`config.mk`:
```
export PLATFORM = sky130hd
export DESIGN_NAME = control_logic_fsm_flat
export DESIGN_NICKNAME = d
export VERILOG_FILES = /design/src/rtl/control_logic_fsm_if.sv /design/src/rtl/control_logic_fsm.sv /design/src/flat_wrapper.sv
export SDC_FILE = /design/constraint.sdc
export NUM_CORES = 1
export LEC_CHECK = 0
export BUFFER_PORTS_ARGS = -buffer_cell sky130_fd_sc_hd__buf_4
export CELL_PAD_IN_SITES_DETAIL_PLACEMENT = 1
export CELL_PAD_IN_SITES_GLOBAL_PLACEMENT = 2
export CORE_ASPECT_RATIO = 0.9
export CORE_UTILIZATION = 29
export CTS_CLUSTER_SIZE = 8
export DETAILED_ROUTE_END_ITERATION = 8
export GPL_ROUTABILITY_DRIVEN = 0
export MAX_ROUTING_LAYER = met4
export PLACE_DENSITY = 0.86
export SLEW_MARGIN = 20
export SYNTH_ARGS = -nofsm -noshare
export SYNTH_HDL_FRONTEND = slang
export SYNTH_SLANG_ARGS = --single-unit
```
`constraint.sdc`:
```
create_clock -name clk -period 2.03 [get_ports clk]
set_input_delay 0 -clock clk [delete_from_list [all_inputs] [get_ports clk]]
set_output_delay 0 -clock clk [all_outputs]
set_load 0.005 [all_outputs]
```
`src/rtl/control_logic_fsm_if.sv`:
```
// Instruction-memory fetch port of control_logic_fsm.
// Handshake: the master raises imem_req with instr_addr stable and holds both until a rising edge
// that sees imem_valid=1; that edge transfers imem_rdata. imem_valid is ignored while imem_req=0.
interface control_logic_fsm_if #(
    parameter int ADDR_W  = 8,
    parameter int INSTR_W = 16
);
    logic               imem_req;
    logic [ADDR_W-1:0]  instr_addr;
    logic               imem_valid;
    logic [INSTR_W-1:0] imem_rdata;

    modport master (output imem_req, output instr_addr, input imem_valid, input imem_rdata);
    modport slave  (input imem_req, input instr_addr, output imem_valid, output imem_rdata);
endinterface

```
`src/rtl/control_logic_fsm.sv`:
```
// Multi-cycle FETCH/DECODE/EXEC control unit owning the PC, with conditional branch and HALT.
// Define CL_ILLEGAL_TRAP_EN to make opcode 0xE set a sticky illegal_instr flag and halt.
module control_logic_fsm #(
    parameter int                INSTR_W   = 16,
    parameter int                ADDR_W    = 8,
    parameter int                REG_SEL_W = 3,
    parameter int                IMM_W     = 6,
    parameter logic [ADDR_W-1:0] RESET_PC  = '0
) (
    input  logic                 clk,
    input  logic                 rstn,
    control_logic_fsm_if.master  imem,
    input  logic                 zero_flag,
    output logic                 PC_select,
    output logic [ADDR_W-1:0]    Jump_addr,
    output logic                 Source2_select,
    output logic                 ALU_out_Select,
    output logic [IMM_W-1:0]     Immediate_Addr,
    output logic [REG_SEL_W-1:0] Rreg_Sig1,
    output logic [REG_SEL_W-1:0] Rreg_Sig2,
    output logic [REG_SEL_W-1:0] Wreg_Sig,
    output logic [3:0]           OPCODE,
    output logic                 wr_en,
    output logic                 halted,
    output logic                 illegal_instr,
    output logic [2:0]           dbg_state
);
    typedef enum logic [2:0] {
        S_RESET  = 3'd0,
        S_FETCH  = 3'd1,
        S_DECODE = 3'd2,
        S_EXEC   = 3'd3,
        S_HALT   = 3'd4
    } state_t;

    localparam logic [3:0] OP_LDI  = 4'hB;
    localparam logic [3:0] OP_JMP  = 4'hC;
    localparam logic [3:0] OP_BEQZ = 4'hD;
    localparam logic [3:0] OP_HALT = 4'hF;

    state_t             state;
    logic [ADDR_W-1:0]  pc;
    logic [INSTR_W-1:0] ir;
    logic               req_q;
    logic               wr_q;
    logic               halted_q;
    logic               src2_q;
    logic               alu_q;
    logic [3:0]         fetch_op;
    logic               writes_reg;
    logic               jump_taken;
    logic               stop_exec;

    assign fetch_op = imem.imem_rdata[INSTR_W-1 -: 4];

    // Field outputs are straight slices of IR, so they hold from DECODE until the next fetch lands.
    assign OPCODE         = ir[INSTR_W-1 -: 4];
    assign Wreg_Sig       = ir[INSTR_W-5 -: REG_SEL_W];
    assign Rreg_Sig1      = ir[INSTR_W-5-REG_SEL_W -: REG_SEL_W];
    assign Rreg_Sig2      = ir[INSTR_W-5-2*REG_SEL_W -: REG_SEL_W];
    assign Immediate_Addr = ir[IMM_W-1:0];
    assign Jump_addr      = ir[ADDR_W-1:0];

    assign writes_reg = (OPCODE != 4'h0) && (OPCODE <= OP_LDI);
    assign jump_taken = (OPCODE == OP_JMP) || ((OPCODE == OP_BEQZ) && zero_flag);
    // zero_flag is only live in EXEC, so the branch decision cannot be registered ahead of it.
    assign PC_select  = (state == S_EXEC) && jump_taken;

`ifdef CL_ILLEGAL_TRAP_EN
    localparam logic [3:0] OP_RSVD = 4'hE;
    logic illegal_q;
    assign stop_exec     = (OPCODE == OP_HALT) || (OPCODE == OP_RSVD);
    assign illegal_instr = illegal_q;
`else
    assign stop_exec     = (OPCODE == OP_HALT);
    assign illegal_instr = 1'b0;
`endif

    assign imem.imem_req   = req_q;
    assign imem.instr_addr = pc;
    assign wr_en           = wr_q;
    assign halted          = halted_q;
    assign Source2_select  = src2_q;
    assign ALU_out_Select  = alu_q;
    assign dbg_state       = state;

    always_ff @(posedge clk or negedge rstn) begin
        if (!rstn) begin
            state    <= S_RESET;
            pc       <= RESET_PC;
            ir       <= '0;
            req_q    <= 1'b0;
            wr_q     <= 1'b0;
            halted_q <= 1'b0;
            src2_q   <= 1'b0;
            alu_q    <= 1'b0;
`ifdef CL_ILLEGAL_TRAP_EN
            illegal_q <= 1'b0;
`endif
        end else begin
            case (state)
                S_RESET: begin
                    state <= S_FETCH;
                    req_q <= 1'b1;
                end
                S_FETCH: begin
                    if (imem.imem_valid) begin
                        ir     <= imem.imem_rdata;
                        src2_q <= (fetch_op >= 4'h8) && (fetch_op <= 4'hA);
                        alu_q  <= (fetch_op != 4'h0) && (fetch_op <= 4'hA);
                        req_q  <= 1'b0;
                        state  <= S_DECODE;
                    end
                end
                S_DECODE: begin
                    wr_q  <= writes_reg;
                    state <= S_EXEC;
                end
                S_EXEC: begin
                    wr_q <= 1'b0;
                    if (stop_exec) begin
                        halted_q <= 1'b1;
                        state    <= S_HALT;
`ifdef CL_ILLEGAL_TRAP_EN
                        illegal_q <= illegal_q | (OPCODE == OP_RSVD);
`endif
                    end else begin
                        pc    <= PC_select ? Jump_addr : pc + ADDR_W'(1);
                        req_q <= 1'b1;
                        state <= S_FETCH;
                    end
                end
                S_HALT:  state <= S_HALT;
                default: state <= S_RESET;
            endcase
        end
    end
endmodule
```
`src/flat_wrapper.sv`:
```
// flat-port wrapper written by rule: the top's interface ports become plain ports
module control_logic_fsm_flat 
#(
    parameter int                INSTR_W   = 16,
    parameter int                ADDR_W    = 8,
    parameter int                REG_SEL_W = 3,
    parameter int                IMM_W     = 6,
    parameter logic [ADDR_W-1:0] RESET_PC  = '0
)
  (clk, rstn, zero_flag, PC_select, Jump_addr, Source2_select, ALU_out_Select, Immediate_Addr, Rreg_Sig1, Rreg_Sig2, Wreg_Sig, OPCODE, wr_en, halted, illegal_instr, dbg_state, imem_imem_req, imem_instr_addr, imem_imem_valid, imem_imem_rdata);
  control_logic_fsm_if #(.ADDR_W(ADDR_W), .INSTR_W(INSTR_W)) imem_i ();
  input  logic clk;
  input  logic rstn;
  input  logic zero_flag;
  output logic PC_select;
  output logic [ADDR_W-1:0] Jump_addr;
  output logic Source2_select;
  output logic ALU_out_Select;
  output logic [IMM_W-1:0] Immediate_Addr;
  output logic [REG_SEL_W-1:0] Rreg_Sig1;
  output logic [REG_SEL_W-1:0] Rreg_Sig2;
  output logic [REG_SEL_W-1:0] Wreg_Sig;
  output logic [3:0] OPCODE;
  output logic wr_en;
  output logic halted;
  output logic illegal_instr;
  output logic [2:0] dbg_state;
  output wire logic [$bits(imem_i.imem_req)-1:0] imem_imem_req;
  output wire logic [$bits(imem_i.instr_addr)-1:0] imem_instr_addr;
  input wire logic [$bits(imem_i.imem_valid)-1:0] imem_imem_valid;
  input wire logic [$bits(imem_i.imem_rdata)-1:0] imem_imem_rdata;
  assign imem_imem_req = imem_i.imem_req;
  assign imem_instr_addr = imem_i.instr_addr;
  assign imem_i.imem_valid = imem_imem_valid;
  assign imem_i.imem_rdata = imem_imem_rdata;
  control_logic_fsm #(.INSTR_W(INSTR_W), .ADDR_W(ADDR_W), .REG_SEL_W(REG_SEL_W), .IMM_W(IMM_W), .RESET_PC(RESET_PC)) u_core (.clk(clk), .rstn(rstn), .imem(imem_i), .zero_flag(zero_flag), .PC_select(PC_select), .Jump_addr(Jump_addr), .Source2_select(Source2_select), .ALU_out_Select(ALU_out_Select), .Immediate_Addr(Immediate_Addr), .Rreg_Sig1(Rreg_Sig1), .Rreg_Sig2(Rreg_Sig2), .Wreg_Sig(Wreg_Sig), .OPCODE(OPCODE), .wr_en(wr_en), .halted(halted), .illegal_instr(illegal_instr), .dbg_state(dbg_state));
endmodule
```
### Word level (Yosys, flattened, before mapping)

Cells that the tools add are included.

| word-level totals | value |
|---|---|
| flip-flop bits (word level) | 32 |
| word-level logic and storage cells | 45 |

| operators by class | value |
|---|---|
| $add $sub $neg | 1 |
| $lt $le $gt $ge | 3 |
| equality and inequality tests | 9 |
| multiplexer cells | 8 |
| bitwise operators | 1 |
| reductions and logical operators | 15 |

Operator list:

| operator | number |
|---|---|
| 3-bit case mux with 5 select lines | 1 |
| 4-bit equality test (second input constant) | 3 |
| 8-bit by 1-bit adder with 8-bit output (second input constant) | 1 |
| 4-bit less-or-equal comparator (second input constant) | 2 |
| 8-bit two-way mux | 1 |
| 4-bit nonzero test | 2 |
| 3-bit by 2-bit equality test with 1-bit output (second input constant) | 2 |
| 3-bit two-way mux | 2 |
| 2-bit AND reduction | 3 |
| 1-bit logical AND | 5 |
| 4-bit greater-or-equal comparator (second input constant) | 1 |
| 2-bit != test (second input constant) | 2 |
| 3-bit by 1-bit equality test with 1-bit output (second input constant) | 1 |
| 3-bit equality test (second input constant) | 1 |
| 3-bit logical NOT | 1 |
| 1-bit case mux with 3 select lines | 1 |
| 3-bit AND reduction | 1 |
| 3-bit nonzero test | 1 |
| 1-bit two-way mux | 2 |
| 1-bit case mux with 2 select lines | 1 |
| 2-bit nonzero test | 1 |
| 1-bit logical OR | 1 |
| 1-bit inverter | 1 |

### Depth between registers and ports, before layout

Gate-level depths: netlist (run 1).

| depth | value |
|---|---|
| depth after elaboration | 5 |
| depth in mapped cells | 6 |
| gate-level depth less buffers | 5 |

### Worst setup path after synthesis (run 1)

OpenSTA, ideal clock, no wires.

| timing path | value |
|---|---|
| kind | register -> register |
| from | register u_core.ir[12] |
| to | register u_core.pc[3] (netlist: u_core.imem.instr_addr[3]) |
| library setup time | 0.134 ns |
| data arrival time | 1.468 ns |
| data required time | 1.896 ns |
| setup slack | 0.428 ns |
| cell stages (with the launch flop) | 6 |
| path buffers | 1 |
| clock period less this slack | 1.602 ns |
| cell sequence | dfrtp_1 and2b_2 nor4_4 buf_6 mux2i_1 a22oi_1 |

| between the ends | value |
|---|---|
| word-level cells in the longest chain between the ends | 5 |

RTL lines:

| item | RTL line | source |
|---|---|---|
| from (decl) | control_logic_fsm.sv:43 | `logic [INSTR_W-1:0] ir;` |
| from (signal assigned) | control_logic_fsm.sv:108 | `ir <= imem.imem_rdata;` |
| 4-bit equality test | control_logic_fsm.sv:65 | `assign jump_taken = (OPCODE == OP_JMP) \|\| ((OPCODE == OP_BEQZ) && zero_flag);` |
| 1-bit logical AND | control_logic_fsm.sv:65 |  |
| 1-bit logical OR (*) | control_logic_fsm.sv:65 |  |
| 1-bit logical AND (*) | control_logic_fsm.sv:67 | `assign PC_select = (state == S_EXEC) && jump_taken;` |
| via PC_select | flat_wrapper.sv:15 | `output logic PC_select;` |
| 8-bit two-way mux (*) | control_logic_fsm.sv:128 | `pc <= PC_select ? Jump_addr : pc + ADDR_W'(1);` |
| to (signal assigned) | control_logic_fsm.sv:128 |  |
| to (decl) | control_logic_fsm.sv:42 | `logic [ADDR_W-1:0] pc;` |

The timed path passes the listed nets; every way through them passes the cells marked *.
A chain may end at the register's enable or synchronous reset.

### Final worst setup path (run 1)

| timing path | value |
|---|---|
| from | register u_core.ir[12] |
| to | output PC_select |

| between the ends | value |
|---|---|
| word-level cells in the longest chain between the ends | 4 |

RTL lines:

| item | RTL line |
|---|---|
| 4-bit equality test | control_logic_fsm.sv:65 |
| 1-bit logical AND | control_logic_fsm.sv:65 |
| 1-bit logical OR (*) | control_logic_fsm.sv:65 |
| 1-bit logical AND (*) | control_logic_fsm.sv:67 |
| to (decl) | flat_wrapper.sv:15 |

Mark *: on every way between the ends. The rest lies on a longest branch, timed or not.

==> results.tsv, run 1 <==
stage	metric	value	unit
run_status	run status	complete, no violations	
synth	Distinct cells, synth	34	
clocking	clock buffer count from CTS	5	
synth	Synth Area in Compound Gates	0.1058	
pwr	Final Power	3.498	mW
drt	DRC violations left	0	
die	I/O pin count	65	
drt	DR vias	1349	
pwr	clock power share	0.170	
cells_and_area	Fillers	617	
synth	Mapped Nets	163	
global_routing	vias in the first global route	1315	
synth	Post-synth EDFFs	0	
sta	final hold vios	0	
pwr	combinational share of power	0.446	
synth	Seq/Total Area, Yosys	0.4942	
cells_and_area	nets	237	
global_routing	largest net degree at the start of global routing	33	
cells_and_area	ANT cells	0	
synth	main combinational cell family by area after synthesis	multiplexers	
die	Die X	80.79	um
sta	post-layout minimum cycle time	1.675	ns
pwr	leakage	1.100	nW
worst_setup_path	Req. time, crit path	2.03	ns
synth	Post-synth ARST share	1.000	
cells_and_area	area added between synthesis and finish	46.25	%
pwr	Int Pwr	2.298	mW
pwr	sw frac	0.3431	
clocking	CTS Root Cell	clkbuf_8	
drt	via/cell ratio	4.750	
global_routing	initial antenna violation count	0	
worst_setup_path	crit path launch type	flip-flop	
clocking	CTS H-tree lvls	2	
drt	First DRT Iteration DRCs	33	
clocking	CTS max path bufs	2	
pwr	Net Switching	1.200	mW
global_routing	GRT Residual Overflow	0	
placed_design	buffers added on ports	63	
sta	final period utilization	0.8250	
synth	xor/xnor share of the synthesized area	0	
sta	Slew Limit Fails	0	
synth	Main synth FF type	dfrtp_1	
global_routing	GRT Resource Usage Total	0.1469	
synth	Post-Syn Instances	142	
cells_and_area	fraction of layout cells with a size suffix above 1	0.4470	
placed_design	dpl hpwl	2705	um
clocking	Clk Latency, worst-skew pair	0.28	ns
worst_setup_path	kind of critical path	reg -> out	
sta	RSZ-0062 raised after global routing	no	
cells_and_area	most common cell after layout, fill and taps aside	buf_4	
worst_setup_path	WP data arrival	1.67	ns
cells_and_area	post-layout util	0.4456	
clocking	Post-CTS Setup Repair Bufs	0	
sta	Fin Setup TNS	0	ns
clocking	CTS Sinks	32	
clocking	TritonCTS clock tree	built	
sta	clk_skew	0.007269	ns
die	Die Ht	72.91	um
pwr	Pwr per Cell Area	1476	nW/um2
drt	Detailed Route WL	3889	um
synth	mux contribution to synthesized area	0.1683	
hold_path	hold crit path type	in -> reg	
synth	Synth Register Bits	32	
worst_setup_path	nature of the critical path endpoint	output port	
sta	Final WS setup	0.3553	ns
die	initial core utilization	0.3047	
job	Max-Cap Viols	0	
pwr	Flop pwr share	0.384	
synth	Adder-Cell Fraction of Synth Area	0.007722	
sta	hold_ws	0.08181	ns
pwr	peak supply drop	0.0005324	V
die	Total Die Area	5890	um2
die	core area	5318	um2
sta	final setup vio count	0	
synth	simple-gate area share of the yosys netlist	0.1313	
die	number of core rows	25	
synth	Syn. warnings	0	
placed_design	worst slack at placement	0.3856	ns
global_routing	first-pass GRT wire length	6244	um
worst_setup_path	Worst Path Max Fanout	14	
drt	Pre-antenna DRT Iters	2	
clocking	Clock Pin Slew Worst Setup and Hold Paths	0.07	ns
synth	synthesized area	1620	um2
drt	antenna viol nets, final	0	
drt	WL per Instance	13.69	um
sta	Peak Freq	597.1	MHz
cells_and_area	most frequent cells in the layout	65 x buf_4, 32 x dfrtp_1, 18 x mux2_2, 17 x dlygate4sd3_1, 11 x o21ai_0	
synth	syn avg cell area	11.41	um2
## cells by family after synthesis
| logic type | count (synthesis) |
|---|---|
| compound gates | 27 |
| buf+inv | 23 |
| simple gates | 33 |
| mux | 25 |
| fa+ha+maj | 1 |
| flops | 32 |
| other cells | 1 |
## final timing paths
path,from,end,slack [ns],cells past startpoint
setup / recovery,u_core.ir[12],PC_select,0.36,4
hold / removal,imem_imem_valid,u_core.dbg_state[0],0.08,4
setup reg to reg,u_core.ir[12],u_core.imem.instr_addr[2],0.36,5
hold reg to reg,u_core.halted,u_core.halted,0.47,1
max in group asynchronous,rstn,u_core.imem.imem_req,1.54,2
min in group asynchronous,rstn,u_core.imem.instr_addr[2],0.20,2
## per-stage QoR
stage / cells / area [um2]
after global placement: 259 / 2092
after global routing: 284 / 2370
after detailed placement: 259 / 2092
after CTS: 284 / 2370
after floorplan: 142 / 1620
final: 284 / 2370
## routing by layer
layer | share of wire | GRT usage | vias up
li1 | - | - | 644
met1 | 0.45 | 0.1765 | 654
met2 | 0.48 | 0.2363 | 45
met3 | 0.059 | 0.04000 | 6
met4 | 0.012 | 0.05357 | 0
met5 | 0 | - | -
## cells in the mapped netlist, drive strengths merged, types with 4 or more instances
cell type | number | share of area
dfrtp | 32 | 0.49
mux2 | 18 | 0.13
buf | 15 | 0.072
o21ai | 11 | 0.034
inv | 7 | 0.016
mux2i | 7 | 0.043
nand2 | 6 | 0.014
nor2 | 6 | 0.014
nand3 | 5 | 0.015
a21oi | 4 | 0.012
a22oi | 4 | 0.019
## power groups by stage
stage / Clock (mW) / Sequential, mW / Combinational (mW)
5_1_grt: 0.644 / 1.40 / 1.74
3_3_place_gp: 0 / 1.35 / 1.52
6_report: 0.594 / 1.34 / 1.56
3_5_place_dp: 0 / 1.36 / 1.55
4_1_cts: 0.620 / 1.35 / 1.58
2_1_floorplan: 0 / 1.29 / 0.854
## repair_timing
item / in CTS / in global routing
hold buffers: 17 / 0
hold endpoints to repair: 49 / 0
resized for setup: 0 / 0
## critical path, cell delays in order, from the launching register on
cell     delay (ns)
dfrtp_1        0.43
and2b_2        0.23
nor4_4         0.29
buf_4          0.29
buf_4          0.15
## flip-flops by register name (all words and copies together) (netlist names)
signal / cells
u_core.imem.instr_addr: 8
u_core.wr_en: 1
u_core.imem.imem_req: 1
u_core.ir: 16
u_core.Source2_select: 1
u_core.dbg_state: 3
u_core.ALU_out_Select: 1
u_core.halted: 1
## final cells by class
cell class,instances,area (um2),share of cell area
Multi-Input combinational cell,87,673.1,0.2841
Clock inverter,2,35.03,0.01478
Clock buffer,6,72.57,0.03062
Timing Repair Buffer,83,678.2,0.2862
Inverter,7,26.28,0.01109
Tap cell,67,83.83,0.03537
Sequential cell,32,800.8,0.3379
No activity file was read; power rests on OpenSTA's default activity.
==> run 2: changes to the inputs <==
CORE_UTILIZATION = 26   (was 29)
PLACE_DENSITY = 0.82   (was 0.86)
clock period = 1.4 ns   (was 2.03 ns; I/O delays follow)
==> results.tsv, run 2 (synthesis gave the netlist of run 1 again) <==
stage	metric	value	unit
clocking	CTS max path bufs	2	
run_status	run status	finished, violations left	
job	Max-Cap Viols	0	
drt	antenna viol nets, final	0	
die	initial core utilization	0.2767	
cells_and_area	Fillers	655	
pwr	Int Pwr	3.724	mW
drt	DR vias	1449	
sta	clk_skew	0.01350	ns
cells_and_area	most frequent cells in the layout	80 x buf_4, 29 x dfrtp_1, 17 x mux2_4, 17 x dlygate4sd3_1, 9 x o21ai_0	
pwr	Flop pwr share	0.331	
global_routing	M3 GR Usage	0.03660	
die	I/O pin count	65	
clocking	Clk Latency, worst-skew pair	0.29	ns
pwr	Pwr per Cell Area	2151	nW/um2
hold_path	WHS Path Cells	4	
sta	Peak Freq	654.7	MHz
global_routing	layer with the highest usage	met2	
sta	Final WS setup	-0.1275	ns
cells_and_area	Reg with most FFs	u_core.ir	
worst_setup_path	reg2reg end	u_core.imem.instr_addr[2]	
global_routing	largest net degree at the start of global routing	33	
sta	post-layout minimum cycle time	1.527	ns
pwr	leakage	1.275	nW
hold_path	Hold EP	u_core.dbg_state[1]	
sta	final hold vios	0	
cells_and_area	fraction of layout cells with a size suffix above 1	0.5356	
clocking	clock buffer count from CTS	5	
cells_and_area	ANT cells	0	
global_routing	vias in the first global route	1582	
pwr	Net Switching	1.999	mW
worst_setup_path	Worst Path Max Fanout	6	
cells_and_area	Largest register FFs	16	
clocking	Clock Pin Slew Worst Setup and Hold Paths	0.08	ns
worst_setup_path	FF-to-FF Start	u_core.ir[12]	
drt	DRC violations left	0	
sta	RSZ-0062 raised after global routing	yes	
cells_and_area	area added between synthesis and finish	64.17	%
hold_path	HP Start	imem_imem_valid	
cells_and_area	nets	259	
placed_design	dpl hpwl	3161	um
drt	Detailed Route WL	4900	um
worst_setup_path	kind of critical path	reg -> reg	
worst_setup_path	Crit. Startpoint	u_core.ir[12]	
sta	hold_ws	0.08304	ns
drt	WL per Instance	15.86	um
run_status	failing checks	setup timing	
pwr	sw frac	0.3493	
pwr	clock power share	0.123	
drt	First DRT Iteration DRCs	35	
sta	Slew Limit Fails	0	
worst_setup_path	Req. time, crit path	1.56	ns
die	Die X	85.21	um
hold_path	hold crit path type	in -> reg	
worst_setup_path	crit path launch type	flip-flop	
sta	final setup vio count	26	
worst_setup_path	reg-to-reg setup timing slack	-0.13	ns
worst_setup_path	R2R depth	5	
die	number of core rows	26	
drt	Pre-antenna DRT Iters	3	
global_routing	met1 Track Usage GR	0.1964	
worst_setup_path	WP data arrival	1.69	ns
cells_and_area	most common cell after layout, fill and taps aside	buf_4	
pwr	Final Power	5.723	mW
die	core area	5856	um2
drt	via/cell ratio	4.689	
global_routing	GRT Residual Overflow	0	
pwr	combinational share of power	0.547	
clocking	CTS Root Cell	clkbuf_8	
clocking	CTS Sinks	32	
sta	final period utilization	1.091	
global_routing	initial antenna violation count	0	
die	Total Die Area	6552	um2
clocking	TritonCTS clock tree	built	
global_routing	GRT Resource Usage Total	0.1598	
global_routing	met2 Track Usage GR	0.2669	
worst_setup_path	nature of the critical path endpoint	flip-flop	
die	Die Ht	76.89	um
clocking	CTS H-tree lvls	2	
placed_design	buffers added on ports	63	
pwr	peak supply drop	0.0007816	V
global_routing	first-pass GRT wire length	8004	um
-- run 2: cell types whose count changed in the layout (fill, tap and decap cells not counted), sizes merged --
cell / change
bufinv: -1
buf: +21
clkbuf: +2
-- run 2: cell type report --
class / instances / area, um2 / area share
multi-input cells: 87 / 768.2 / 0.2888
inverters: 7 / 26.28 / 0.009878
clock inverters: 1 / 5.005 / 0.001881
clock buffers: 7 / 76.32 / 0.02869
flip-flops and latches: 32 / 804.5 / 0.3024
repair buffers: 105 / 892.1 / 0.3354
well taps: 70 / 87.58 / 0.03293
-- run 2: metal layers --
metal / up-vias / wire [um]
met5: - / 0
met4: 0 / 40
met3: 7 / 248
met2: 47 / 2459
met1: 707 / 2151
li1: 688 / -
-- run 2: repair_timing --
action	4_1_cts	5_1_grt
gates cloned	0	1
endpoints found under the setup margin	8	26
pin swaps	4	4
endpoints found under the hold margin	49	0
gates resized for setup	13	10
hold buffers	17	0
buffers inserted	4	1
-- run 2: stage by stage --
stage	setup slack (ns)	setup TNS, ns	cell area, um2	utilization	instances
after detailed placement	-0.1049	-0.4485	2262	0.3863	278
after global routing	-0.2565	-3.595	2660	0.4543	309
after global placement	-0.04940	-0.1597	2262	0.3863	278
after floorplan	-0.2024	-1.688	1665	-	142
after CTS	-0.1220	-1.528	2592	0.4427	307
final	-0.1275	-1.628	2660	0.4543	309
-- run 2: power by group through the flow --
stage               combinational (mW)  sequential [mW]  clock (mW)
floorplan                         1.37             1.87           0
global placement                  2.74             1.86           0
detailed placement                2.80             1.89           0
CTS                               3.02             1.88       0.724
global route                      3.42             1.97       0.767
finish                            3.13             1.89       0.702
-- run 2: worst max-delay path by stage --
stage                                           end  slack [ns]  cells after the start
after floorplan           u_core.imem.instr_addr[3]       -0.20                      5
after global placement    u_core.imem.instr_addr[5]       -0.05                      5
after detailed placement  u_core.imem.instr_addr[2]       -0.10                      5
after CTS                 u_core.imem.instr_addr[2]       -0.12                      5
after global routing      u_core.imem.instr_addr[5]       -0.26                      5
final                     u_core.imem.instr_addr[2]       -0.13                      5
-- run 2: critical path, cell delays in order (launching register included) --
cell and delay (ns):
dfrtp_1 0.38, and2b_2 0.20, nor4_4 0.32, buf_6 0.18
mux2i_2 0.21, a22oi_1 0.10
